[config.mk]
export PLATFORM = sky130hd
export DESIGN_NAME = ex_mem_dual
export DESIGN_NICKNAME = d
export VERILOG_FILES = /design/src/rtl/ex_mem_dual.sv
export SDC_FILE = /design/constraint.sdc
export NUM_CORES = 1
export LEC_CHECK = 0
export CORE_AREA = 2 2 182 184
export DETAILED_ROUTE_END_ITERATION = 7
export DIE_AREA = 0 0 184 186
export PLACE_DENSITY_LB_ADDON = 0.12
export SYNTH_ARGS = -nofsm -noshare
export SYNTH_HDL_FRONTEND = slang
export SYNTH_SLANG_ARGS = --single-unit
[constraint.sdc]
create_clock -name clk -period 2.87 [get_ports clk]
set_clock_uncertainty 0.2 [all_clocks]
set_input_delay 0.287 -clock clk [delete_from_list [all_inputs] [get_ports clk]]
set_output_delay 0.287 -clock clk [all_outputs]
set_load 0.01 [all_outputs]
[src/rtl/ex_mem_dual.sv]
// Dual-lane EX/MEM pipeline register with stall, flush and overflow-trap squash.
// Lane 0 is the older instruction; a trap kills its own lane and every younger lane.
module ex_mem_dual #(
  parameter int unsigned XLEN = 32,
  parameter int unsigned RW   = 5
) (
  input  logic            clk,
  input  logic            rst,
  input  logic            stall,
  input  logic            flush,
  input  logic            ex_valid0,
  input  logic [XLEN-1:0] ex_pc0,
  input  logic [XLEN-1:0] ex_result0,
  input  logic            ex_ovf0,
  input  logic            ex_ovf_en0,
  input  logic [XLEN-1:0] ex_store_data0,
  input  logic [RW-1:0]   ex_rd0,
  input  logic            ex_regwrite0,
  input  logic            ex_memread0,
  input  logic            ex_memwrite0,
  input  logic            ex_valid1,
  input  logic [XLEN-1:0] ex_pc1,
  input  logic [XLEN-1:0] ex_result1,
  input  logic            ex_ovf1,
  input  logic            ex_ovf_en1,
  input  logic [XLEN-1:0] ex_store_data1,
  input  logic [RW-1:0]   ex_rd1,
  input  logic            ex_regwrite1,
  input  logic            ex_memread1,
  input  logic            ex_memwrite1,
  output logic            mem_valid0,
  output logic [XLEN-1:0] mem_pc0,
  output logic [XLEN-1:0] mem_result0,
  output logic [XLEN-1:0] mem_store_data0,
  output logic [RW-1:0]   mem_rd0,
  output logic            mem_regwrite0,
  output logic            mem_memread0,
  output logic            mem_memwrite0,
  output logic            mem_valid1,
  output logic [XLEN-1:0] mem_pc1,
  output logic [XLEN-1:0] mem_result1,
  output logic [XLEN-1:0] mem_store_data1,
  output logic [RW-1:0]   mem_rd1,
  output logic            mem_regwrite1,
  output logic            mem_memread1,
  output logic            mem_memwrite1,
  output logic            exc_req,
  output logic            exc_lane,
  output logic [XLEN-1:0] exc_pc,
  input  logic            exc_ack
);

  logic [1:0]            trap_c, kill_c, pass_c;
  logic [1:0]            valid_q, valid_d, regwrite_q, regwrite_d;
  logic [1:0]            memread_q, memread_d, memwrite_q, memwrite_d;
  logic [1:0][XLEN-1:0]  pc_q, pc_d, result_q, result_d, sdata_q, sdata_d;
  logic [1:0][RW-1:0]    rd_q, rd_d;
  logic                  exc_req_q, exc_req_d, exc_lane_q, exc_lane_d;
  logic [XLEN-1:0]       exc_pc_q, exc_pc_d;

  // Next-state: flush bubbles, stall holds, otherwise capture with trap squash.
  always_comb begin
    valid_d    = valid_q;
    regwrite_d = regwrite_q;
    memread_d  = memread_q;
    memwrite_d = memwrite_q;
    pc_d       = pc_q;
    result_d   = result_q;
    sdata_d    = sdata_q;
    rd_d       = rd_q;
    exc_req_d  = exc_req_q;
    exc_lane_d = exc_lane_q;
    exc_pc_d   = exc_pc_q;

    trap_c[0] = ex_valid0 & ex_ovf_en0 & ex_ovf0;
    trap_c[1] = ex_valid1 & ex_ovf_en1 & ex_ovf1;
    kill_c[0] = trap_c[0];
    kill_c[1] = trap_c[0] | trap_c[1];
    pass_c[0] = ex_valid0 & ~kill_c[0] & ~exc_req_q;
    pass_c[1] = ex_valid1 & ~kill_c[1] & ~exc_req_q;

    if (flush) begin
      valid_d    = '0;
      regwrite_d = '0;
      memread_d  = '0;
      memwrite_d = '0;
      pc_d       = '0;
      result_d   = '0;
      sdata_d    = '0;
      rd_d       = '0;
    end else if (!stall) begin
      valid_d    = pass_c;
      regwrite_d = {ex_regwrite1, ex_regwrite0} & pass_c;
      memread_d  = {ex_memread1, ex_memread0} & pass_c;
      memwrite_d = {ex_memwrite1, ex_memwrite0} & pass_c;
      pc_d       = {ex_pc1, ex_pc0};
      result_d   = {ex_result1, ex_result0};
      sdata_d    = {ex_store_data1, ex_store_data0};
      rd_d       = {ex_rd1, ex_rd0};
    end

    // Ack and set are mutually exclusive because set requires no pending request.
    if (exc_req_q) begin
      if (exc_ack) exc_req_d = 1'b0;
    end else if (!stall && !flush && (|trap_c)) begin
      exc_req_d  = 1'b1;
      exc_lane_d = ~trap_c[0];
      exc_pc_d   = trap_c[0] ? ex_pc0 : ex_pc1;
    end
  end

  always_ff @(posedge clk or negedge rst) begin
    if (!rst) begin
      valid_q    <= '0;
      regwrite_q <= '0;
      memread_q  <= '0;
      memwrite_q <= '0;
      pc_q       <= '0;
      result_q   <= '0;
      sdata_q    <= '0;
      rd_q       <= '0;
      exc_req_q  <= 1'b0;
      exc_lane_q <= 1'b0;
      exc_pc_q   <= '0;
    end else begin
      valid_q    <= valid_d;
      regwrite_q <= regwrite_d;
      memread_q  <= memread_d;
      memwrite_q <= memwrite_d;
      pc_q       <= pc_d;
      result_q   <= result_d;
      sdata_q    <= sdata_d;
      rd_q       <= rd_d;
      exc_req_q  <= exc_req_d;
      exc_lane_q <= exc_lane_d;
      exc_pc_q   <= exc_pc_d;
    end
  end

  assign mem_valid0      = valid_q[0];
  assign mem_pc0         = pc_q[0];
  assign mem_result0     = result_q[0];
  assign mem_store_data0 = sdata_q[0];
  assign mem_rd0         = rd_q[0];
  assign mem_regwrite0   = regwrite_q[0];
  assign mem_memread0    = memread_q[0];
  assign mem_memwrite0   = memwrite_q[0];
  assign mem_valid1      = valid_q[1];
  assign mem_pc1         = pc_q[1];
  assign mem_result1     = result_q[1];
  assign mem_store_data1 = sdata_q[1];
  assign mem_rd1         = rd_q[1];
  assign mem_regwrite1   = regwrite_q[1];
  assign mem_memread1    = memread_q[1];
  assign mem_memwrite1   = memwrite_q[1];
  assign exc_req         = exc_req_q;
  assign exc_lane        = exc_lane_q;
  assign exc_pc          = exc_pc_q;

endmodule

# Word-level counts from Yosys, hierarchy flattened
# Index checks and enable logic that the tools add are counted.
# word_totals
register_bits,244
latch_bits,0
ramBits,0
rom_bits,0
in_bits,219
out_inout_bits,244
word_cells,57
n_memories,0
# op_classes
n_addsub,0
mul,0
div_mod_pow,0
n_lt_le_gt_ge,0
n_eq_ne,1
shifts,0
mux,20
bitwise_logic,15
n_reduce_logical,6
# op_table
cell,count
$mux W64,6
$mux W32,1
$mux W10,2
$mux W2,8
$and A1 B1 Y1,8
$and A2 B2 Y2,3
$mux W1,3
$not A1 Y1,3
$logic_and A1 B1 Y1,2
$logic_not A1 Y1,2
$ne A2 B1 Y1 const B,1
$reduce_and A2 Y1,1
$reduce_or A2 Y1,1
$or A1 B1 Y1,1

# Depth between registers and ports, before layout
# logic_depth
depth_word,9
ltp_mapped,5
depth_no_buf,3

# Worst setup path before layout
# OpenSTA, ideal clock, no wires.
# synth_path
path_type,input-to-reg
startpoint,input port flush
endpoint,register exc_pc_q[10] (netlist: exc_pc[10])
setup_ps,125
arrival_ps,1535
required_time_ps,2545
path_slack_ps,1011
path_stages,5
path_buffers,2
cell_sequence,buf_2 or3_4 a21oi_4 buf_6 mux2_2
# synth_via
elab_chain_cells,4
# synth_rtl
element,line,source
"start, declared",10,"input logic flush,"
$logic_not A1 Y1,105,end else if (!stall && !flush && (|trap_c)) begin
$logic_and A1 B1 Y1 (2 in a row),105,
$reduce_and A2 Y1 (no source line),--,
"end signal, assigned",136,exc_pc_q <= exc_pc_d;
"end, declared",59,"logic [XLEN-1:0] exc_pc_q, exc_pc_d;"
# Every way passes these cells.
# A chain may end at the register's enable or synchronous reset.

# Worst setup path after layout
# layout_path
startpoint,input port stall
endpoint,register exc_pc_q[17] (netlist: exc_pc[17])
# layout_via
elab_chain_cells,4
# layout_rtl
element,line,source
"start, declared",9,"input logic stall,"
$logic_not A1 Y1,105,
$logic_and A1 B1 Y1 (2 in a row),105,
$reduce_and A2 Y1 (no source line),--,
# Every way passes these cells.

==> results.toml <==
[yosys]
syn_nets = 1004
syn_area_mm2 = 0.0100
ys_ff_latch = 244
syn_area_per_cell_um2 = 12.8
synth.distinct_cells = 21
syn_inst = 785
yosysWarnings = 0
ys_seq_area_share_pct = 61.0

[clock_network]
cts-buffers-inserted = 28
clock_sinks = 244
cts_tree = "yes"
clk_pin_slew_worst_paths_ps = 60
postCtsResizedCells = 0
htreeDepth = 1
root_buffer = "clkbuf_16"
clkLatencyLatePin_ps = 520
cts_buffer_depth = 3

[sta]
slew_headroom_pct = 47.7
max_freq_mhz = 492
fin_setup_tns_ps = 0
period_minus_slack_ps = 2030
drv_slew = 0
setup_slack_ps = 835
tightest_slew_ps = 785
rsz0062_at_grt = "false"
setup-violations-final = 0
hold_viol_final = 0
post-route-period-util_pct = 70.9
whs_ps = 34.4

[layout]
nNetsFinal = 1462
multiInputGateArea_mm2 = 0.00366
syn2layout_area_growth_pct = 60.1
register_area_mm2 = 0.00611
drive_gt1_share_pct = 9.92
diodes = 0
final_cell_count_no_fill = 1668
fin_area_mm2 = 0.0160
filler_cell_count = 2946
utilization_pct = 49.8

[worst_setup_path]
cp_slowest_cell = "dlygate4sd3_1"
arrival_ps = 2240
max_stage_delay_ps = 560
worst-r2r-setup-slack_ps = 950
crit_path_start_kind = "primary input"
path_cells = "dlygate4sd3_1 > buf_8 > or3_4 > a21oi_4 > buf_12 > mux2_2"
ff2ff_path_depth = 4
crit_fanout = 34
worstSetupEndpoint = "exc_pc[17]"
path_class = "primary input to flop"
r2r_start = "exc_req"
crit_path_end_kind = "flop"
setup.worst_path.start = "stall"
timing.rr.end = "exc_pc[17]"
required_ps = 3080

[job]
cap_violations = 0

[run_status]
status = "finished clean"

[floorplanning]
io_pins = 463
rows = 66
fp.dieW_um = 184
die_h_um = 186
start_util_pct = 31.1
dieArea_mm2 = 0.0342
core_area_mm2 = 0.0322

[global_route]
track_usage_pct = 18.5
grt_max_degree = 90
use_met1_pct = 22.7
grt_first_pass_wirelength_mm = 48.6
grt_pass1_vias = 7889
gr-usage-met2_pct = 31.0
grt_use_met3_pct = 6.91
grt_overflow = 0
antenna_found_initial = 0
top_usage_layer = "met2"

[drt]
avgViaCountPerCell = 4.51
wl_mm = 32.5
ant_nets = 0
wire_per_inst_um = 19.5
vias = 7521
dr.pass1.iters = 4
drcViolationCount = 0
drt_iter0_markers = 360

[power]
peakVddDrop_mv = 0.365
power.total_mw = 9.22
p_leak_nw = 7.41
powerDensity_mw_per_mm2 = 575

[placement]
place_ws_ps = 657
gp_congestion = 0.743
dpl-instance-area_mm2 = 0.0151
hpwl_mm = 23.2
dp_cells = 1619
io_buffers = 462

[min_path]
hp-class = "primary input to flop"
-- metal layers --
metal,vias up,share of wire (%),wire length [um]
li1,3563,-,-
met1,3627,40,13200
met2,287,48,15600
met3,44,9.8,3190
met4,0,1.8,583
met5,-,0,0
-- synthesized netlist by cell type --
cell	number	area (um2)
mux2i_1	202	2020
nor2b_1	1	6.26
and3_1	1	6.26
a21o_1	3	22.5
a22o_1	6	52.6
mux2_1	1	11.3
nor3_1	1	5.00
nand3_2	1	10.0
clkbuf_1	27	101
nor2_1	202	758
buf_6	3	33.8
mux2_2	63	709
dfrtp_1	244	6110
and4_1	1	8.76
nand3_1	1	5.00
inv_1	1	3.75
buf_2	23	115
or3_4	1	11.3
o22a_1	1	8.76
a21oi_4	1	16.3
nand2_1	1	3.75
-- flip-flops by register name (all words and copies together) (netlist names) --
| register | count |
|---|---|
| exc_lane | 1 |
| exc_pc | 32 |
| exc_req | 1 |
| mem_pc0 | 32 |
| mem_pc1 | 32 |
| mem_rd0 | 5 |
| mem_rd1 | 5 |
| mem_result0 | 32 |
| mem_result1 | 32 |
| mem_store_data0 | 32 |
| mem_store_data1 | 32 |
| memread_q | 2 |
| memwrite_q | 2 |
| regwrite_q | 2 |
| valid_q | 2 |
-- power breakdown --
group	leakage, nW	total (mW)	switching (mW)	internal, mW
clock	0.442	3.50	1.37	2.12
sequential	3.20	3.90	0.162	3.74
combinational	3.76	1.82	0.742	1.08
total	7.41	9.22	2.28	6.94
-- worst max-delay path: cells and delay by family --
family          cells  cell delay, ps
mux                 1             360
compound gates      1             140
buf+inv             3            1020
simple gates        1             370
-- logic make-up after synthesis --
logic type | count (synthesis) | synth area share, %
AOI/OAI and AO/OA | 11 | 0.999
DFF | 244 | 61.0
buffers and inverters | 54 | 2.54
and+or+nand+nor | 210 | 8.13
muxes | 266 | 27.4
-- what timing repair did --
item,in CTS,in global routing
hold buffers,2,0
buffers inserted,0,0
hold endpoints to repair,97,0
-- worst min-delay path by stage --
stage / from / end / slack, ps / depth (start not counted)
6_report: flush / mem_pc0[2] / 30 / 2
3_5_place_dp: rst / mem_result0[27] / 180 / 1
4_1_cts: flush / mem_pc1[2] / 30 / 2
5_1_grt: flush / mem_pc0[1] / 50 / 2
2_1_floorplan: rst / exc_lane / -210 / 0
3_3_place_gp: rst / mem_result0[27] / 180 / 1
-- final cells by class --
cell class,count,share of cell area [%]
timing repair buffer,481,30.3
sequential,244,38.1
clock inverter,2,0.218
tap,408,3.18
multi-input combinational,487,22.8
clock buffer,45,5.40
inverter,1,0.0234
-- cell usage in the layout (no fill, tap or decap) --
master | synthesis | final
and3_1 | 1 | 1
nor2_1 | 202 | 202
mux2_2 | 63 | 63
mux2i_1 | 202 | 202
nand2_1 | 1 | 1
buf_12 | 0 | 6
nand3_1 | 1 | 1
bufinv_16 | 0 | 1
a22o_1 | 6 | 6
inv_1 | 1 | 1
dlygate4sd3_1 | 0 | 2
nand3_2 | 1 | 1
clkbuf_8 | 0 | 8
buf_8 | 0 | 2
mux2_1 | 1 | 1
o22a_1 | 1 | 1
buf_4 | 0 | 11
dfrtp_1 | 244 | 244
or3_4 | 1 | 1
clkbuf_1 | 27 | 8
buf_6 | 3 | 1
clkdlybuf4s50_1 | 0 | 459
and4_1 | 1 | 1
clkbuf_16 | 0 | 29
a21o_1 | 3 | 3
nor2b_1 | 1 | 1
nor3_1 | 1 | 1
clkinv_2 | 0 | 1
a21oi_4 | 1 | 1
No activity file was read; power rests on OpenSTA's default activity.
